<file path="src/rtl/isi_pkg.sv">
// Shared constants for the ISI adder pipeline.
//   ISI_W_DEFAULT  default per-lane ISI width
//   SAT_HOLD/CLAMP overflow policy encodings for SAT_MODE
//   OVF_CNT_W      width of the optional overflow counter (ISI_PLUS_OVF_CNT_EN)
package isi_pkg;

  localparam int unsigned ISI_W_DEFAULT = 8;
  localparam int unsigned SAT_HOLD      = 0;
  localparam int unsigned SAT_CLAMP     = 1;
  localparam int unsigned OVF_CNT_W     = 16;

endpackage

</file>
<file path="src/rtl/isi_plus_lane.sv">
// One ISI adder lane: sum, overflow detect, hold-last register, z_valid gating.
// Ports:
//   clk, clr_n    clock, async active-low reset
//   load          a beat moves from stage 1 into this lane's output registers
//   x, y          stage-1 operands
//   cx, cy        stage-1 pending address-compare flags
//   z             registered lane result
//   z_valid       registered: no overflow and neither compare flag set
//   ovf           registered: (BIT_ISI+1)-bit sum exceeded 2**BIT_ISI-1
module isi_plus_lane
  import isi_pkg::*;
#(
  parameter int unsigned BIT_ISI  = ISI_W_DEFAULT,
  parameter int unsigned SAT_MODE = SAT_HOLD
) (
  input  logic               clk,
  input  logic               clr_n,
  input  logic               load,
  input  logic [BIT_ISI-1:0] x,
  input  logic [BIT_ISI-1:0] y,
  input  logic               cx,
  input  logic               cy,
  output logic [BIT_ISI-1:0] z,
  output logic               z_valid,
  output logic               ovf
);

  logic [BIT_ISI:0]   sum_c;
  logic               ovf_c;
  logic [BIT_ISI-1:0] z_next_c;
  logic [BIT_ISI-1:0] hold_last;

  assign sum_c = {1'b0, x} + {1'b0, y};
  assign ovf_c = sum_c[BIT_ISI];

  // Overflow policy: clamp to all-ones or repeat the last good sum.
  always_comb begin
    z_next_c = sum_c[BIT_ISI-1:0];
    if (ovf_c) begin
      z_next_c = (SAT_MODE == SAT_CLAMP) ? '1 : hold_last;
    end
  end

  // Output and hold-last registers; hold_last only tracks good sums.
  always_ff @(posedge clk or negedge clr_n) begin
    if (!clr_n) begin
      z         <= '0;
      z_valid   <= 1'b0;
      ovf       <= 1'b0;
      hold_last <= '0;
    end else if (load) begin
      z       <= z_next_c;
      z_valid <= !ovf_c && !cx && !cy;
      ovf     <= ovf_c;
      if (!ovf_c) begin
        hold_last <= sum_c[BIT_ISI-1:0];
      end
    end
  end

endmodule

</file>
<file path="src/rtl/isi_plus_pipe.sv">
// N-channel ISI adder, two-stage valid/ready pipeline with full backpressure.
// Optional feature macro: ISI_PLUS_OVF_CNT_EN adds ovf_cnt (saturating count of
// overflowed lanes over delivered beats).
// Ports:
//   clk, clr_n               clock, async active-low reset
//   in_valid / in_ready      input handshake (in_ready combinational from out_ready)
//   isi_x, isi_y             packed lane operands, lane i = [i*BIT_ISI +: BIT_ISI]
//   comp_addr_x/_y           per-lane pending address-compare flags
//   out_valid / out_ready    output handshake
//   isi_z, z_valid, ovf      registered per-lane results
//   ovf_cnt                  (ISI_PLUS_OVF_CNT_EN only) overflow lane counter
module isi_plus_pipe
  import isi_pkg::*;
#(
  parameter int unsigned BIT_ISI  = ISI_W_DEFAULT,
  parameter int unsigned N_CH     = 4,
  parameter int unsigned SAT_MODE = SAT_HOLD
) (
  input  logic                    clk,
  input  logic                    clr_n,
  input  logic                    in_valid,
  output logic                    in_ready,
  input  logic [N_CH*BIT_ISI-1:0] isi_x,
  input  logic [N_CH*BIT_ISI-1:0] isi_y,
  input  logic [N_CH-1:0]         comp_addr_x,
  input  logic [N_CH-1:0]         comp_addr_y,
  output logic                    out_valid,
  input  logic                    out_ready,
  output logic [N_CH*BIT_ISI-1:0] isi_z,
  output logic [N_CH-1:0]         z_valid,
  output logic [N_CH-1:0]         ovf
`ifdef ISI_PLUS_OVF_CNT_EN
  ,
  output logic [OVF_CNT_W-1:0]    ovf_cnt
`endif
);

  logic                    run;
  logic                    s1_full;
  logic [N_CH*BIT_ISI-1:0] s1_x;
  logic [N_CH*BIT_ISI-1:0] s1_y;
  logic [N_CH-1:0]         s1_cx;
  logic [N_CH-1:0]         s1_cy;
  logic                    s2_load_c;
  logic                    s1_adv_c;
  logic                    accept_c;

  // Handshake: S2 loads when empty or drained; S1 advances into it.
  assign s2_load_c = !out_valid || out_ready;
  assign s1_adv_c  = s1_full && s2_load_c;
  assign in_ready  = run && (!s1_full || s1_adv_c);
  assign accept_c  = in_valid && in_ready;

  // run holds in_ready low through reset and rises on the first clock after.
  always_ff @(posedge clk or negedge clr_n) begin
    if (!clr_n) begin
      run       <= 1'b0;
      s1_full   <= 1'b0;
      s1_x      <= '0;
      s1_y      <= '0;
      s1_cx     <= '0;
      s1_cy     <= '0;
      out_valid <= 1'b0;
    end else begin
      run <= 1'b1;
      if (accept_c) begin
        s1_full <= 1'b1;
        s1_x    <= isi_x;
        s1_y    <= isi_y;
        s1_cx   <= comp_addr_x;
        s1_cy   <= comp_addr_y;
      end else if (s1_adv_c) begin
        s1_full <= 1'b0;
      end
      if (s2_load_c) begin
        out_valid <= s1_full;
      end
    end
  end

  // Per-lane datapath; lane registers load only on a real S1->S2 move.
  for (genvar i = 0; i < N_CH; i++) begin : g_lane
    isi_plus_lane #(
      .BIT_ISI  (BIT_ISI),
      .SAT_MODE (SAT_MODE)
    ) u_lane (
      .clk     (clk),
      .clr_n   (clr_n),
      .load    (s1_adv_c),
      .x       (s1_x[i*BIT_ISI +: BIT_ISI]),
      .y       (s1_y[i*BIT_ISI +: BIT_ISI]),
      .cx      (s1_cx[i]),
      .cy      (s1_cy[i]),
      .z       (isi_z[i*BIT_ISI +: BIT_ISI]),
      .z_valid (z_valid[i]),
      .ovf     (ovf[i])
    );
  end

`ifdef ISI_PLUS_OVF_CNT_EN
  localparam int unsigned POP_W = $clog2(N_CH + 1);

  logic [POP_W-1:0]   pop_c;
  logic [OVF_CNT_W:0] cnt_sum_c;

  // Popcount of overflowed lanes, summed one bit wider to catch wrap.
  always_comb begin
    pop_c = '0;
    for (int i = 0; i < N_CH; i++) begin
      pop_c = pop_c + POP_W'(ovf[i]);
    end
    cnt_sum_c = {1'b0, ovf_cnt} + (OVF_CNT_W+1)'(pop_c);
  end

  // Saturating counter, advanced per delivered beat.
  always_ff @(posedge clk or negedge clr_n) begin
    if (!clr_n) begin
      ovf_cnt <= '0;
    end else if (out_valid && out_ready) begin
      ovf_cnt <= cnt_sum_c[OVF_CNT_W] ? '1 : cnt_sum_c[OVF_CNT_W-1:0];
    end
  end
`endif

endmodule
</file>
<file path="config.mk">
export PLATFORM = sky130hd
export DESIGN_NAME = isi_plus_pipe
export DESIGN_NICKNAME = d
export VERILOG_FILES = /design/src/rtl/isi_pkg.sv /design/src/rtl/isi_plus_lane.sv /design/src/rtl/isi_plus_pipe.sv
export SDC_FILE = /design/constraint.sdc
export NUM_CORES = 1
export LEC_CHECK = 0
export ABC_AREA = 1
export ABC_CLOCK_PERIOD_IN_PS = 2000
export BUFFER_PORTS_ARGS = -buffer_cell sky130_fd_sc_hd__buf_2
export CAP_MARGIN = 30
export CORE_AREA = 2 2 119 121
export DETAILED_ROUTE_END_ITERATION = 7
export DIE_AREA = 0 0 121 123
export PLACE_DENSITY_LB_ADDON = 0.3
export SYNTH_ARGS = -nofsm -noshare
export SYNTH_HDL_FRONTEND = slang
export SYNTH_SLANG_ARGS = --single-unit
</file>
<file path="constraint.sdc">
create_clock -name clk -period 2 [get_ports clk]
set_clock_uncertainty 0.15 [all_clocks]
set_input_delay 0.1 -clock clk [delete_from_list [all_inputs] [get_ports clk]]
set_output_delay 0.1 -clock clk [all_outputs]
set_load 0.01 [all_outputs]
</file>
# After elaboration in Yosys (flattened, before gate mapping)
# Index checks and enable logic that the tools add are counted.
# totals
register_bits	115
latchBits	0
ramBits	0
mem_bits_ro	0
output_inout_bits	42
mem_count	0
# classes
addsub	4
multipliers	0
div_mod_pow	0
magnitude_cmp	0
eq_ne	0
shift	0
mux	4
bitwise	4
n_reduce_logical	32
# ops
cell	count
8-bit by 8-bit adder with 9-bit output	4
8-bit 2-to-1 mux	2
1-bit logical NOT	14
1-bit logical AND	11
2-bit AND reduction	4
1-bit NOT	4
1-bit logical OR	2
1-bit 2-to-1 mux	2
2-bit nonzero test	1

# Longest topological paths before layout
# Gate-level depths: netlist of the first run.
# depth
ltp_word	7
depth_mapped	10
depth_no_buf	10

# Hierarchy
# A second synthesis of the first run with hierarchy kept.
# unflattened
cells_unflattened	721
hier_area_um2	6361.1
# by_module_without_submodules
module	instances	cells_each	area_each_um2	seq_area_each_um2
isi_plus_pipe	1	333	3149.3	1876.8
isi_plus_lane (g_lane[1].u_lane ...)	3	96	797.0	250.2
isi_plus_lane (g_lane[0].u_lane)	1	100	820.8	250.2

# Least setup slack after synthesis of the first run
# Ideal clock, no wire load.
# synth_path
path_type	register -> register
start	reg s1_y[16]
end	reg g_lane[2].u_lane.hold_last[7]
arrival_time_ns	1.607
path_slack_ns	0.178
stages_incl_launch_ff	11
path_cell_list	dfrtp_1 -> ha_1 -> fa_1 -> nand2_1 -> nand2_1 -> nand2_1 -> nor2_1 -> nor2_2 -> buf_4 -> nand3_1 -> nand2_1
# synth_between
elab_chain_cells	3
# synth_lines
item	line	source
start, declared	isi_plus_pipe.sv:41	logic [N_CH*BIT_ISI-1:0] s1_y;
start signal, assigned	isi_plus_pipe.sv:69	s1_y <= isi_y;
8-bit by 8-bit adder with 9-bit output (*)	isi_plus_lane.sv:33	assign sum_c = {1'b0, x} + {1'b0, y};
1-bit NOT (no line)	--	
2-bit AND reduction (no line)	--	
end signal, assigned	isi_plus_lane.sv:56	hold_last <= sum_c[BIT_ISI-1:0];
end, declared	isi_plus_lane.sv:31	logic [BIT_ISI-1:0] hold_last;
# Every way passes the cells marked *; elsewhere a longest branch is shown, timed or not.
# A chain may end at the register's enable or synchronous reset.

# Worst setup path after layout of the first run
# layout_path
start	reg s1_y[0]
end	reg g_lane[0].u_lane.z[5]
# layout_between
elab_chain_cells	3
word_cells_on_any_way	4
cone_classes	1 x add/sub; 1 x mux; 1 x bitwise; 1 x reduce/logical
# layout_lines
item	line	source
8-bit by 8-bit adder with 9-bit output (*)	isi_plus_lane.sv:33	
1-bit NOT (no line)	--	
2-bit AND reduction (no line)	--	
end signal, assigned	isi_plus_lane.sv:52	z <= z_next_c;
end, declared	isi_plus_lane.sv:23	output logic [BIT_ISI-1:0] z,
# Every way passes the cells marked *; elsewhere a longest branch is shown, timed or not. The select of a mux whose other input is x is not followed.

==> impl_results.md, run 1 <==
- Result of the run: finished, final reports clean
- Launch instance of the worst register-to-register path: s1_y[0]
- Routed wire per std cell: approximately 13 um
- Die Span Y: about 120 um
- Data arrival time at the worst-slack endpoint: 2.11 ns
- Post-synth EDFFs: 0
- Insertion delay of the later-clocked pin in the worst-skew pair: roughly 0.42 ns
- # clock sinks: between 100 and 150
- Average footprint of a synthesized cell: 7.94 um^2
- Maximum ir drop on the vdd rail: around 0.65 mV
- Post-synthesis cell type with the largest combined area: sky130_fd_sc_hd__dfrtp_1
- Routed vias: ~5400
- GR Util All Layers: around a fifth
- Fraction of the yosys area taken by sequential cells: 48.1%
- Clk root buf: sky130_fd_sc_hd__clkbuf_16
- Detailed route wirelength on metal2: 7110 um
- Critical path capture point type: register
- Share of synthesized flip-flops with an asynchronous set or reset: 100%
- Synthesized net count: 865
- Count of different cell masters after synthesis: 23
- Initial standard-cell utilization of the core: 43.9%
- H-tree Lvls: 4
- Port-buffer cells: 117
- Final-report hold violation count: 0
- Transition time at the pin with the least slew margin: just over 0.5 ns
- Top cell types by occurrence after synthesis: sky130_fd_sc_hd__nand2_1 (337), sky130_fd_sc_hd__dfrtp_1 (115), sky130_fd_sc_hd__nand3_1 (106), sky130_fd_sc_hd__inv_1 (49), sky130_fd_sc_hd__ha_1 (32)
- Maximum number of pins on one net before global-route repair: 50
- Combined area of all synthesized cells: 5980 um^2
- Portion of synthesized cell area occupied by the leading cell type: 48.1%
- Leak pwr: 4.59 nW
- Final antenna diode count: 0
- Buffers from clock root to sink, at most: 2
- Final Core Density: roughly three fifths
- Initial antenna violation count: 0
- Area delta synth->final: 38.6%
- Post-DP HPWL: 9530 um
- Worst Hold Slack: between 0.02 and 0.03 ns
- Horiz. Die Dim: roughly 120 um
- Top routing layer used: met4
- Detailed Routing Iterations Pass 1: 4
- Floorplan die area: 14900 um^2
- Worst Hold Class: in2reg
- Routed wl met3: 580 um
- Number of nets in the final layout: 1070
- Headroom to the max-slew limit: 65.9%
- Crit share post-route: 95.2%
- Number of cells on the worst hold path: 4
- End point of the most critical hold path: s1_full
- First-pass GRT wire length: 24500 um
- DRC marker count from the first detailed-route iteration: between 200 and 300
- Vias per std cell: 4.71
- Data required time at the worst endpoint: 2.21 ns
- Clock input transition at the sequential cells of the worst setup and hold paths: 0.05 ns
- Leading post-synthesis cells by cell area: sky130_fd_sc_hd__dfrtp_1 (48%), sky130_fd_sc_hd__nand2_1 (21%), sky130_fd_sc_hd__nand3_1 (8.9%)
- Routed Wire Length: 14800 um
- Worst R2R Setup Slack: 0.1 ns
- Capture point of the worst reg-to-reg path: g_lane[0].u_lane.z[5]
- Total of flip-flops plus latches after synthesis: 115
- Fraction of layout cells with a size suffix above 1: about 22%
- Predominant post-synthesis flop cell: sky130_fd_sc_hd__dfrtp_1
- Final slew viol count: 0
- CTS tree: yes
- Maximum clock frequency: 525 MHz
- Pwr/cell area: 1090 nW/um^2
- Unrepaired setup endpoints after global routing: yes
- Reg2reg path depth: 10
- Vias in the first global route: 5162
- Largest fanout of any net on the critical path: 4
- Cell with the most instances after synthesis: sky130_fd_sc_hd__nand2_1
- Inserted Clock Buffers: 17
- Hold path startpoint: in_valid
- Type of element launching the critical path: register
- Yosys warnings: 0
- Shortest clock period the worst path allows after layout: 1.90 ns
- Count of antenna-violating nets left after detailed routing: 0
- Max cap viols: 0
- Setup violations, final: 0
- Class of the most critical setup path: reg2reg
- Wire length on met1: 6760 um
- # DRC: 0
- Core Footprint: between 10000 and 15000 um^2
- Final weighted congestion in routability-driven placement: 0.830
- Number of filler cells placed in the layout: around 1200
- I/O pins: 118
- Remaining Overflow, GRT: 0
- Cells after Synth: 753
- Row count: 43
[cells by family after synthesis]
family	after synthesis	synth area share, %
flip-flops	115	48.1
AO/OA/AOI/OAI	11	1.11
buffers and inverters	86	7.01
adder cells (fa/ha/maj)	36	8.04
AND/OR/NAND/NOR	496	34.5
XOR/XNOR	8	1.17
other	1	0.0627
[metrics by stage]
step                instance area [um^2]  setup WS (ns)  std cells  setup TNS [ns]  power, mW
finish                              8280         0.0952       1151               0       9.03
floorplan                           5980          0.178        753               0       4.86
CTS                                 8160       -0.00109       1145        -0.00109       9.01
global placement                    6770        -0.0289       1036          -0.139       5.63
detailed placement                  6770        -0.0893       1036           -1.22       5.68
global route                        8280        -0.0149       1151         -0.0662       9.68
[worst max-delay path, cell delays in order, from the launching register on]
cell,delay (ns)
sky130_fd_sc_hd__dfrtp_1,0.38
sky130_fd_sc_hd__ha_2,0.20
sky130_fd_sc_hd__fa_2,0.35
sky130_fd_sc_hd__nand2_2,0.07
sky130_fd_sc_hd__nand2_1,0.07
sky130_fd_sc_hd__nand2_2,0.07
sky130_fd_sc_hd__nor2_1,0.04
sky130_fd_sc_hd__nor2_2,0.20
sky130_fd_sc_hd__buf_4,0.16
sky130_fd_sc_hd__nand3_1,0.08
sky130_fd_sc_hd__nand2_1,0.06
[how the worst max path moves through the flow]
stage	from	end	slack, ns	cells past startpoint
CTS	s1_y[0]	g_lane[0].u_lane.z_valid	-0.001	10
global placement	s1_y[16]	g_lane[2].u_lane.hold_last[5]	-0.03	10
floorplan	s1_y[16]	g_lane[2].u_lane.hold_last[7]	0.18	10
global route	s1_y[24]	g_lane[3].u_lane.hold_last[4]	-0.01	10
detailed placement	s1_y[0]	g_lane[0].u_lane.z[3]	-0.09	10
finish	s1_y[0]	g_lane[0].u_lane.z[5]	0.1	10
[flip-flops by register name, indices dropped and copies added (netlist names)]
register and flops:
s1_full 1, s1_cy 4, g_lane.u_lane.z_valid 4, out_valid 1, g_lane.u_lane.z 16, s1_x 32, g_lane.u_lane.ovf 4, run 1
g_lane.u_lane.hold_last 16, s1_y 32, s1_cx 4
[final cells by class]
type	instances	area, um^2	share of cell area [%]
tap	180	225	2.72
clock inverter	12	160	1.93
sequential	115	2880	34.7
multi-input combinational	552	2750	33.2
clock buffer	20	457	5.51
inverter	51	194	2.34
timing repair buffer	221	1620	19.6
[routing by layer]
metal | global-route usage [%] | vias to the layer above
met5 | 0 | -
met4 | 8.72 | 0
met3 | 4.43 | 30
met2 | 34.0 | 123
met1 | 27.6 | 2493
li1 | - | 2779
[cell usage in the layout (no fill, tap or decap), drive strengths merged]
cell type / synthesis / layout
dfrtp: 115 / 115
nand2: 338 / 338
dlygate4sd3: 0 / 74
or2: 10 / 10
xor2: 2 / 2
inv: 51 / 51
nor2: 33 / 33
xnor2: 6 / 6
fa: 4 / 4
clkinv: 0 / 8
clkbuf: 12 / 20
a21oi: 11 / 11
nand3: 106 / 106
nand4: 1 / 1
nand3b: 8 / 8
buf: 23 / 147
bufinv: 0 / 4
conb: 1 / 1
ha: 32 / 32
[repair_timing]
action                     CTS  global route
gates resized for setup      7            25
gates cloned                 0             0
pin swaps                    3            13
setup endpoints to repair   27            40
hold endpoints to repair   189             0
hold buffers                74             0
setup buffers                3             6
[report_power, final]
part	switching (mW)	internal, mW	total (mW)
sequential	0.344	2.91	3.26
combinational	1.43	1.17	2.61
clock	1.04	2.13	3.17
total	2.82	6.21	9.03
Power figures use the tool's default switching activity.
==> run 2, diff against run 1 <==
--- a/config.mk
+++ b/config.mk
@@ -12,7 +12,7 @@
 export CORE_AREA = 2 2 119 121
 export DETAILED_ROUTE_END_ITERATION = 7
 export DIE_AREA = 0 0 121 123
-export PLACE_DENSITY_LB_ADDON = 0.3
+export PLACE_DENSITY = 0.64
 export SYNTH_ARGS = -nofsm -noshare
 export SYNTH_HDL_FRONTEND = slang
 export SYNTH_SLANG_ARGS = --single-unit
==> run 2 against run 1 <==
Clock power decreased by 12%. Core utilization is 0.56 points lower. Setup slack improved by 0.012 ns. Hold slack gained 0.033 ns. Die area unchanged. First-iteration DRC count is 17% higher. Sequential share of layout area rose by 0.32 points. Clock-buffer cell count increased by 8. Final cell count is 0.26% lower. Highest routed layer unchanged.
==> impl_results.md, run 2 (synthesis gave the netlist of run 1 again) <==
- Routed wire per std cell: 12.8 um (-0.27%)
- Vias in the first global route: 5232 (+1.4%)
- Post-layout worst setup margin: 0.107 ns (+0.0116 ns)
- Detailed Routing Iterations Pass 1: 4 (unchanged)
- Count of antenna-violating nets left after detailed routing: 0 (unchanged)
- Buffers from clock root to sink, at most: 2 (unchanged)
- Core Footprint: 13600 um^2 (unchanged)
- Finished Layout Cells: 1148 (-0.26%)
- # DRC: 0 (unchanged)
- Instance count after placement with tap cells included: 1034 (-0.19%)
- Cell type group with the largest total delay on the critical path: simple AND/OR/NAND/NOR gates
- Worst Hold Slack: 0.0590 ns (+0.0331 ns)
- Worst Hold Class: in2reg
- Data required time at the worst endpoint: 2.20 ns (about the same)
- Remaining Overflow, GRT: 0 (unchanged)
- Maximum ir drop on the vdd rail: 0.611 mV (-6.1%)
- Number of nets in the final layout: 1067 (-0.28%)
- Row count: 43 (unchanged)
- H-tree Lvls: 4 (unchanged)
- Port-buffer cells: 117 (unchanged)
- Sum of buffers and inverters on the critical path: 1 (unchanged)
- Final weighted congestion in routability-driven placement: 0.800 (-3.6%)
- Worst R2R Setup Slack: 0.11 ns (about the same)
- Registers with the most flip-flops: s1_x (32), s1_y (32)
- Total chip power: 8.66 mW (-4.2%)
- Number of cells on the critical path: 10 (unchanged)
- Final-report hold violation count: 0 (unchanged)
- Maximum number of pins on one net before global-route repair: 116 (+130%)
- Critical path capture point type: register
- Type of element launching the critical path: register
- Horiz. Die Dim: 121 um (unchanged)
- Inserted Clock Buffers: 17 (unchanged)
- Final antenna diode count: 0 (unchanged)
- Largest stage delay on the critical path: 0.39 ns (about the same)
- Worst-path cell chain: ha_2 -> fa_2 -> nand2_2 -> nand2_2 -> nand2_2 -> nor2_2 -> nor2_4 -> buf_6 -> nand3_1 -> nand2_1
- Most frequent cells in the layout: sky130_fd_sc_hd__nand2_1 (320), sky130_fd_sc_hd__buf_2 (116), sky130_fd_sc_hd__dfrtp_1 (115)
- Area delta synth->final: 37.3%
- End of the critical path: g_lane[1].u_lane.z[7]
- Shortest clock period the worst path allows after layout: 1.89 ns (-0.0116 ns)
- Largest fanout of any net on the critical path: 5 (+1)
- # clock sinks: 115 (unchanged)
- Transition time at the pin with the least slew margin: 0.618 ns (+0.106 ns)
- Cell with the largest stage delay on the worst path: sky130_fd_sc_hd__dfrtp_1
- Clk root buf: sky130_fd_sc_hd__clkbuf_16
- Final slew viol count: 0 (unchanged)
- First-pass GRT wire length: 24100 um (-1.5%)
- Headroom to the max-slew limit: 58.8% (-7.1 points)
- Data arrival time at the worst-slack endpoint: 2.09 ns (-0.02 ns)
- Post-DP HPWL: 9400 um (-1.4%)
- Routed vias: 5385 (-0.74%)
- Floorplan die area: 14900 um^2 (unchanged)
- Initial standard-cell utilization of the core: 43.9% (unchanged)
- Insertion delay of the later-clocked pin in the worst-skew pair: 0.42 ns (about the same)
- Clock input transition at the sequential cells of the worst setup and hold paths: 0.05 ns (about the same)
- Leading cell type in the layout, fill and taps excluded: sky130_fd_sc_hd__nand2_1
- Vias per std cell: 4.69 (-0.48%)
- Post-placement worst setup slack: -0.0442 ns (+0.0451 ns)
- Setup violations, final: 0 (unchanged)
- Die Span Y: 123 um (unchanged)
- Class of the most critical setup path: reg2reg
- Crit share post-route: 94.7% (-0.58 points)
- Result of the run: finished, final reports clean
- Startpoint of the worst setup timing path: s1_x[8]
- Routed Wire Length: 14700 um (-0.53%)
- Leak pwr: 4.54 nW (-1.2%)
- Pwr/cell area: 1050 nW/um^2 (-3.3%)
- Reg2reg path depth: 10 (unchanged)
- Fraction of layout cells with a size suffix above 1: 22.5% (+0.48 points)
- Maximum clock frequency: 528 MHz (+0.61%)
- Initial antenna violation count: 0 (unchanged)
- DRC marker count from the first detailed-route iteration: 338 (+17%)
- Max cap viols: 0 (unchanged)
- Launch instance of the worst register-to-register path: s1_x[8]
- GR Util All Layers: 20.6% (-0.43 points)
- CTS tree: yes
- Cell repeated most along the worst path: sky130_fd_sc_hd__nand2_2
- Final sum of negative setup slack: 0 ns (unchanged)
- I/O pins: 118 (unchanged)
- Capture point of the worst reg-to-reg path: g_lane[1].u_lane.z[7]
-- run 2: how the worst min path moves through the flow --
stage                     startpoint                             to  slack (ns)  cells past startpoint
after floorplan                clr_n           g_lane[0].u_lane.ovf       -0.35                      0
after global placement         clr_n  g_lane[2].u_lane.hold_last[7]        0.09                      2
after detailed placement       clr_n  g_lane[2].u_lane.hold_last[6]        0.09                      2
after CTS                   in_valid                       s1_x[21]        0.06                      4
after global routing        in_valid                       s1_y[27]        0.09                      4
final                       in_valid                       s1_y[31]        0.06                      4
-- run 2: final cells by class --
cell class | count | area, um^2
Tap cell | 180 | 225
Fill cell | 1205 | 5400
Multi-Input combinational cell | 552 | 2780
Clock inverter | 4 | 20.0
Inverter | 51 | 191
Timing Repair Buffer | 218 | 1590
Clock buffer | 28 | 527
Sequential cell | 115 | 2880
-- run 2: report_power, final --
group | total, mW | leakage [nW] | internal [mW] | switching [mW]
combinational | 2.61 | 2.84 | 1.17 | 1.45
sequential | 3.26 | 1.42 | 2.91 | 0.345
clock | 2.78 | 0.274 | 1.77 | 1.01
-- run 2: tightest hold or removal path: stages --
cell	delay, ns
sky130_fd_sc_hd__buf_2	0.11
sky130_fd_sc_hd__nand2_2	0.22
sky130_fd_sc_hd__nand2_1	0.12
sky130_fd_sc_hd__nand2_1	0.04
-- run 2: through the flow --
stage | util, % | cell area, um^2
2_1_floorplan | - | 5980
3_3_place_gp | 49.5 | 6740
3_5_place_dp | 49.5 | 6740
4_1_cts | 59.2 | 8050
5_1_grt | 60.3 | 8210
6_report | 60.3 | 8210
-- run 2: timing repair --
item | in CTS | in global routing
hold endpoints to repair | 189 | 0
hold buffers | 74 | 0
pin swaps | 1 | 23
endpoints found under the setup margin | 27 | 41
buffers inserted | 1 | 6
gates cloned | 0 | 1
resized for setup | 9 | 37
-- run 2: layer usage --
layer / vias to the layer above / track usage, % / part of all wire [%]
met2: 120 / 33.1 / 48
met5: - / 0 / 0
met4: 0 / 10.6 / 2.8
met1: 2463 / 26.3 / 46
met3: 33 / 4.52 / 3.6
li1: 2769 / - / -
==> run 3, diff against run 2 <==
--- a/config.mk
+++ b/config.mk
@@ -6,13 +6,15 @@
 export NUM_CORES = 1
 export LEC_CHECK = 0
 export ABC_AREA = 1
-export ABC_CLOCK_PERIOD_IN_PS = 2000
+export ABC_CLOCK_PERIOD_IN_PS = 1500
 export BUFFER_PORTS_ARGS = -buffer_cell sky130_fd_sc_hd__buf_2
-export CAP_MARGIN = 30
-export CORE_AREA = 2 2 119 121
+export CAP_MARGIN = 25
+export CELL_PAD_IN_SITES_DETAIL_PLACEMENT = 2
+export CELL_PAD_IN_SITES_GLOBAL_PLACEMENT = 2
+export CORE_AREA = 2 2 147 149
 export DETAILED_ROUTE_END_ITERATION = 7
-export DIE_AREA = 0 0 121 123
-export PLACE_DENSITY = 0.64
+export DIE_AREA = 0 0 149 151
+export PLACE_DENSITY = 0.74
 export SYNTH_ARGS = -nofsm -noshare
 export SYNTH_HDL_FRONTEND = slang
 export SYNTH_SLANG_ARGS = --single-unit
==> constraint.sdc (replaced) <==
create_clock -name clk -period 1.5 [get_ports clk]
set_clock_uncertainty 0.15 [all_clocks]
set_input_delay 0.075 -clock clk [delete_from_list [all_inputs] [get_ports clk]]
set_output_delay 0.075 -clock clk [all_outputs]
set_load 0.01 [all_outputs]
==> run 3 against run 2 <==
The run now ends with setup timing left. Total power increased by 65%. Combinational power is 110% higher. Hold slack lost 0.013 ns. Critical endpoint is now g_lane[3].u_lane.hold_last[4]. Largest cell class is now multi-input combinational cells.
==> impl_results.md, run 3 (synthesis gave the netlist of run 1 again) <==
- Shortest clock period the worst path allows after layout: 2.03 ns (+0.138 ns)
- Port-buffer cells: 117 (unchanged)
- Post-DP HPWL: 13900 um (+48%)
- Post-layout worst setup margin: -0.531 ns (-0.638 ns)
- Routed Wire Length: 29200 um (+98%)
- Launch instance of the worst register-to-register path: s1_y[24]
- Pwr/cell area: 1360 nW/um^2 (+29%)
- Floorplan die area: 22500 um^2 (+51%)
- Count of antenna-violating nets left after detailed routing: 0 (unchanged)
- Die Span Y: 151 um (+23%)
- Routed wire per std cell: 21.5 um (+67%)
- Maximum ir drop on the vdd rail: 0.783 mV (+28%)
- Reg2reg path depth: 10 (unchanged)
- Maximum number of pins on one net before global-route repair: 51 (-56%)
- Clock input transition at the sequential cells of the worst setup and hold paths: 0.06 ns (about the same)
- Worst Hold Slack: 0.0461 ns (-0.0129 ns)
- Routed vias: 6514 (+21%)
- Number of nets in the final layout: 1180 (+11%)
- Buffers from clock root to sink, at most: 2 (unchanged)
- Result of the run: complete, but fails checks
- Data arrival time at the worst-slack endpoint: 2.24 ns (+0.15 ns)
- Setup violations, final: 113 (+113)
- End of the critical path: g_lane[3].u_lane.hold_last[4]
- Critical path capture point type: register
- Capture point of the worst reg-to-reg path: g_lane[3].u_lane.hold_last[4]
- Multi-input logic area: 3690 um^2 (+33%)
- Worst Hold Class: in2reg
- # clock sinks: 115 (unchanged)
- Unrepaired setup endpoints after global routing: yes
- Transition time at the pin with the least slew margin: 0.742 ns (+0.123 ns)
- Startpoint of the worst setup timing path: s1_y[24]
- Registers with the most flip-flops: s1_x (32), s1_y (32)
- Vias per std cell: 4.80 (+2.3%)
- GR Util All Layers: 25.1% (+4.5 points)
- Vias in the first global route: 7514 (+44%)
- Worst R2R Setup Slack: -0.53 ns (-0.64 ns)
- Final Core Density: 50.5% (-9.8 points)
- Leading cell type in the layout, fill and taps excluded: sky130_fd_sc_hd__nand2_1
- Crit share post-route: 135% (+41 points)
- Type of element launching the critical path: register
- Data required time at the worst endpoint: 1.71 ns (-0.49 ns)
- First-pass GRT wire length: 42100 um (+75%)
- Class of the most critical setup path: reg2reg
- Final weighted congestion in routability-driven placement: 0.750 (-6.3%)
- Core Footprint: 20800 um^2 (+53%)
- Maximum clock frequency: 492 MHz (-6.8%)
- Remaining Overflow, GRT: 0 (unchanged)
- Max cap viols: 0 (unchanged)
- Initial antenna violation count: 1 (+1)
- Fraction of layout cells with a size suffix above 1: 46.2% (+24 points)
- FF/Latch Area: 2880 um^2 (unchanged)
- Initial standard-cell utilization of the core: 28.7% (-15 points)
- # DRC: 0 (unchanged)
- Detailed Routing Iterations Pass 1: 4 (unchanged)
- Failing checks: setup timing
- Area delta synth->final: 75.8%
- Final instance area: 10500 um^2 (+28%)
- Insertion delay of the later-clocked pin in the worst-skew pair: 0.42 ns (about the same)
- Total chip power: 14.3 mW (+65%)
- Inserted Clock Buffers: 17 (unchanged)
- Horiz. Die Dim: 149 um (+23%)
- DRC marker count from the first detailed-route iteration: 251 (-26%)
- Largest fanout of any net on the critical path: 6 (+1)
- Number of filler cells placed in the layout: 2196 (+82%)
- Final slew viol count: 0 (unchanged)
- Headroom to the max-slew limit: 50.6% (-8.2 points)
- Clk root buf: sky130_fd_sc_hd__clkbuf_16
- I/O pins: 118 (unchanged)
- Final-report hold violation count: 0 (unchanged)
- CTS tree: yes
- Leak pwr: 5.51 nW (+22%)
- Post-Place Cell Area: 7480 um^2 (+11%)
- H-tree Lvls: 4 (unchanged)
- Row count: 53 (+23%)
- Most frequent cells in the layout: sky130_fd_sc_hd__nand2_1 (185), sky130_fd_sc_hd__dfrtp_1 (115), sky130_fd_sc_hd__buf_2 (114)
## run 3: where the power goes
| part | switching [mW] | leakage [nW] | total [mW] | internal, mW |
|---|---|---|---|---|
| logic | 2.99 | 3.79 | 5.50 | 2.51 |
| registers | 0.651 | 1.42 | 4.53 | 3.88 |
| clock network | 1.56 | 0.296 | 4.24 | 2.68 |
## run 3: final cells by class
| type | count | area share [%] |
|---|---|---|
| antenna | 2 | 0.0476 |
| multi-input combinational | 554 | 35.1 |
| clock inverter | 10 | 1.26 |
| sequential | 115 | 27.4 |
| tap | 275 | 3.28 |
| clock buffer | 21 | 4.38 |
| timing repair buffer | 329 | 26.5 |
| inverter | 51 | 1.97 |
## run 3: worst min path at each step
stage / from / end / slack [ns] / cells after the start
detailed placement: clr_n / g_lane[1].u_lane.z[0] / -0.10 / 1
global route: in_valid / s1_x[18] / 0.06 / 3
finish: in_valid / s1_y[15] / 0.05 / 3
global placement: clr_n / g_lane[1].u_lane.z[0] / -0.10 / 1
CTS: in_valid / s1_x[18] / 0.01 / 3
floorplan: clr_n / g_lane[0].u_lane.ovf / -0.37 / 0
## run 3: what timing repair did
item,in CTS,in global routing
endpoints found under the hold margin,188,10
buffers inserted,32,8
resized for setup,187,134
gates cloned,13,1
hold buffers,76,1
pin swaps,40,39
setup endpoints to repair,114,138
## run 3: routing by layer
metal	track usage, %	share of wire [%]
met4	8.81	3.0
met5	0	0
met1	27.6	37
met2	48.6	57
met3	3.89	2.6
## run 3: critical path, cell delays in order, from the launching register on
cell	delay (ns)
sky130_fd_sc_hd__dfrtp_1	0.40
sky130_fd_sc_hd__ha_2	0.23
sky130_fd_sc_hd__fa_2	0.44
sky130_fd_sc_hd__nand2_4	0.11
sky130_fd_sc_hd__nand2_4	0.06
sky130_fd_sc_hd__nand2_4	0.09
sky130_fd_sc_hd__nor2_4	0.04
sky130_fd_sc_hd__nor2_4	0.14
sky130_fd_sc_hd__buf_6	0.16
sky130_fd_sc_hd__nand2_2	0.06
sky130_fd_sc_hd__nand2_2	0.08
## run 3: stage by stage
stage	std cells	setup TNS [ns]	worst slack [ns]
floorplan	753	-8.95	-0.244
global placement	1204	-22.01	-0.442
detailed placement	1204	-25.00	-0.529
CTS	1354	-23.88	-0.424
global route	1356	-33.91	-0.584
finish	1357	-25.03	-0.531
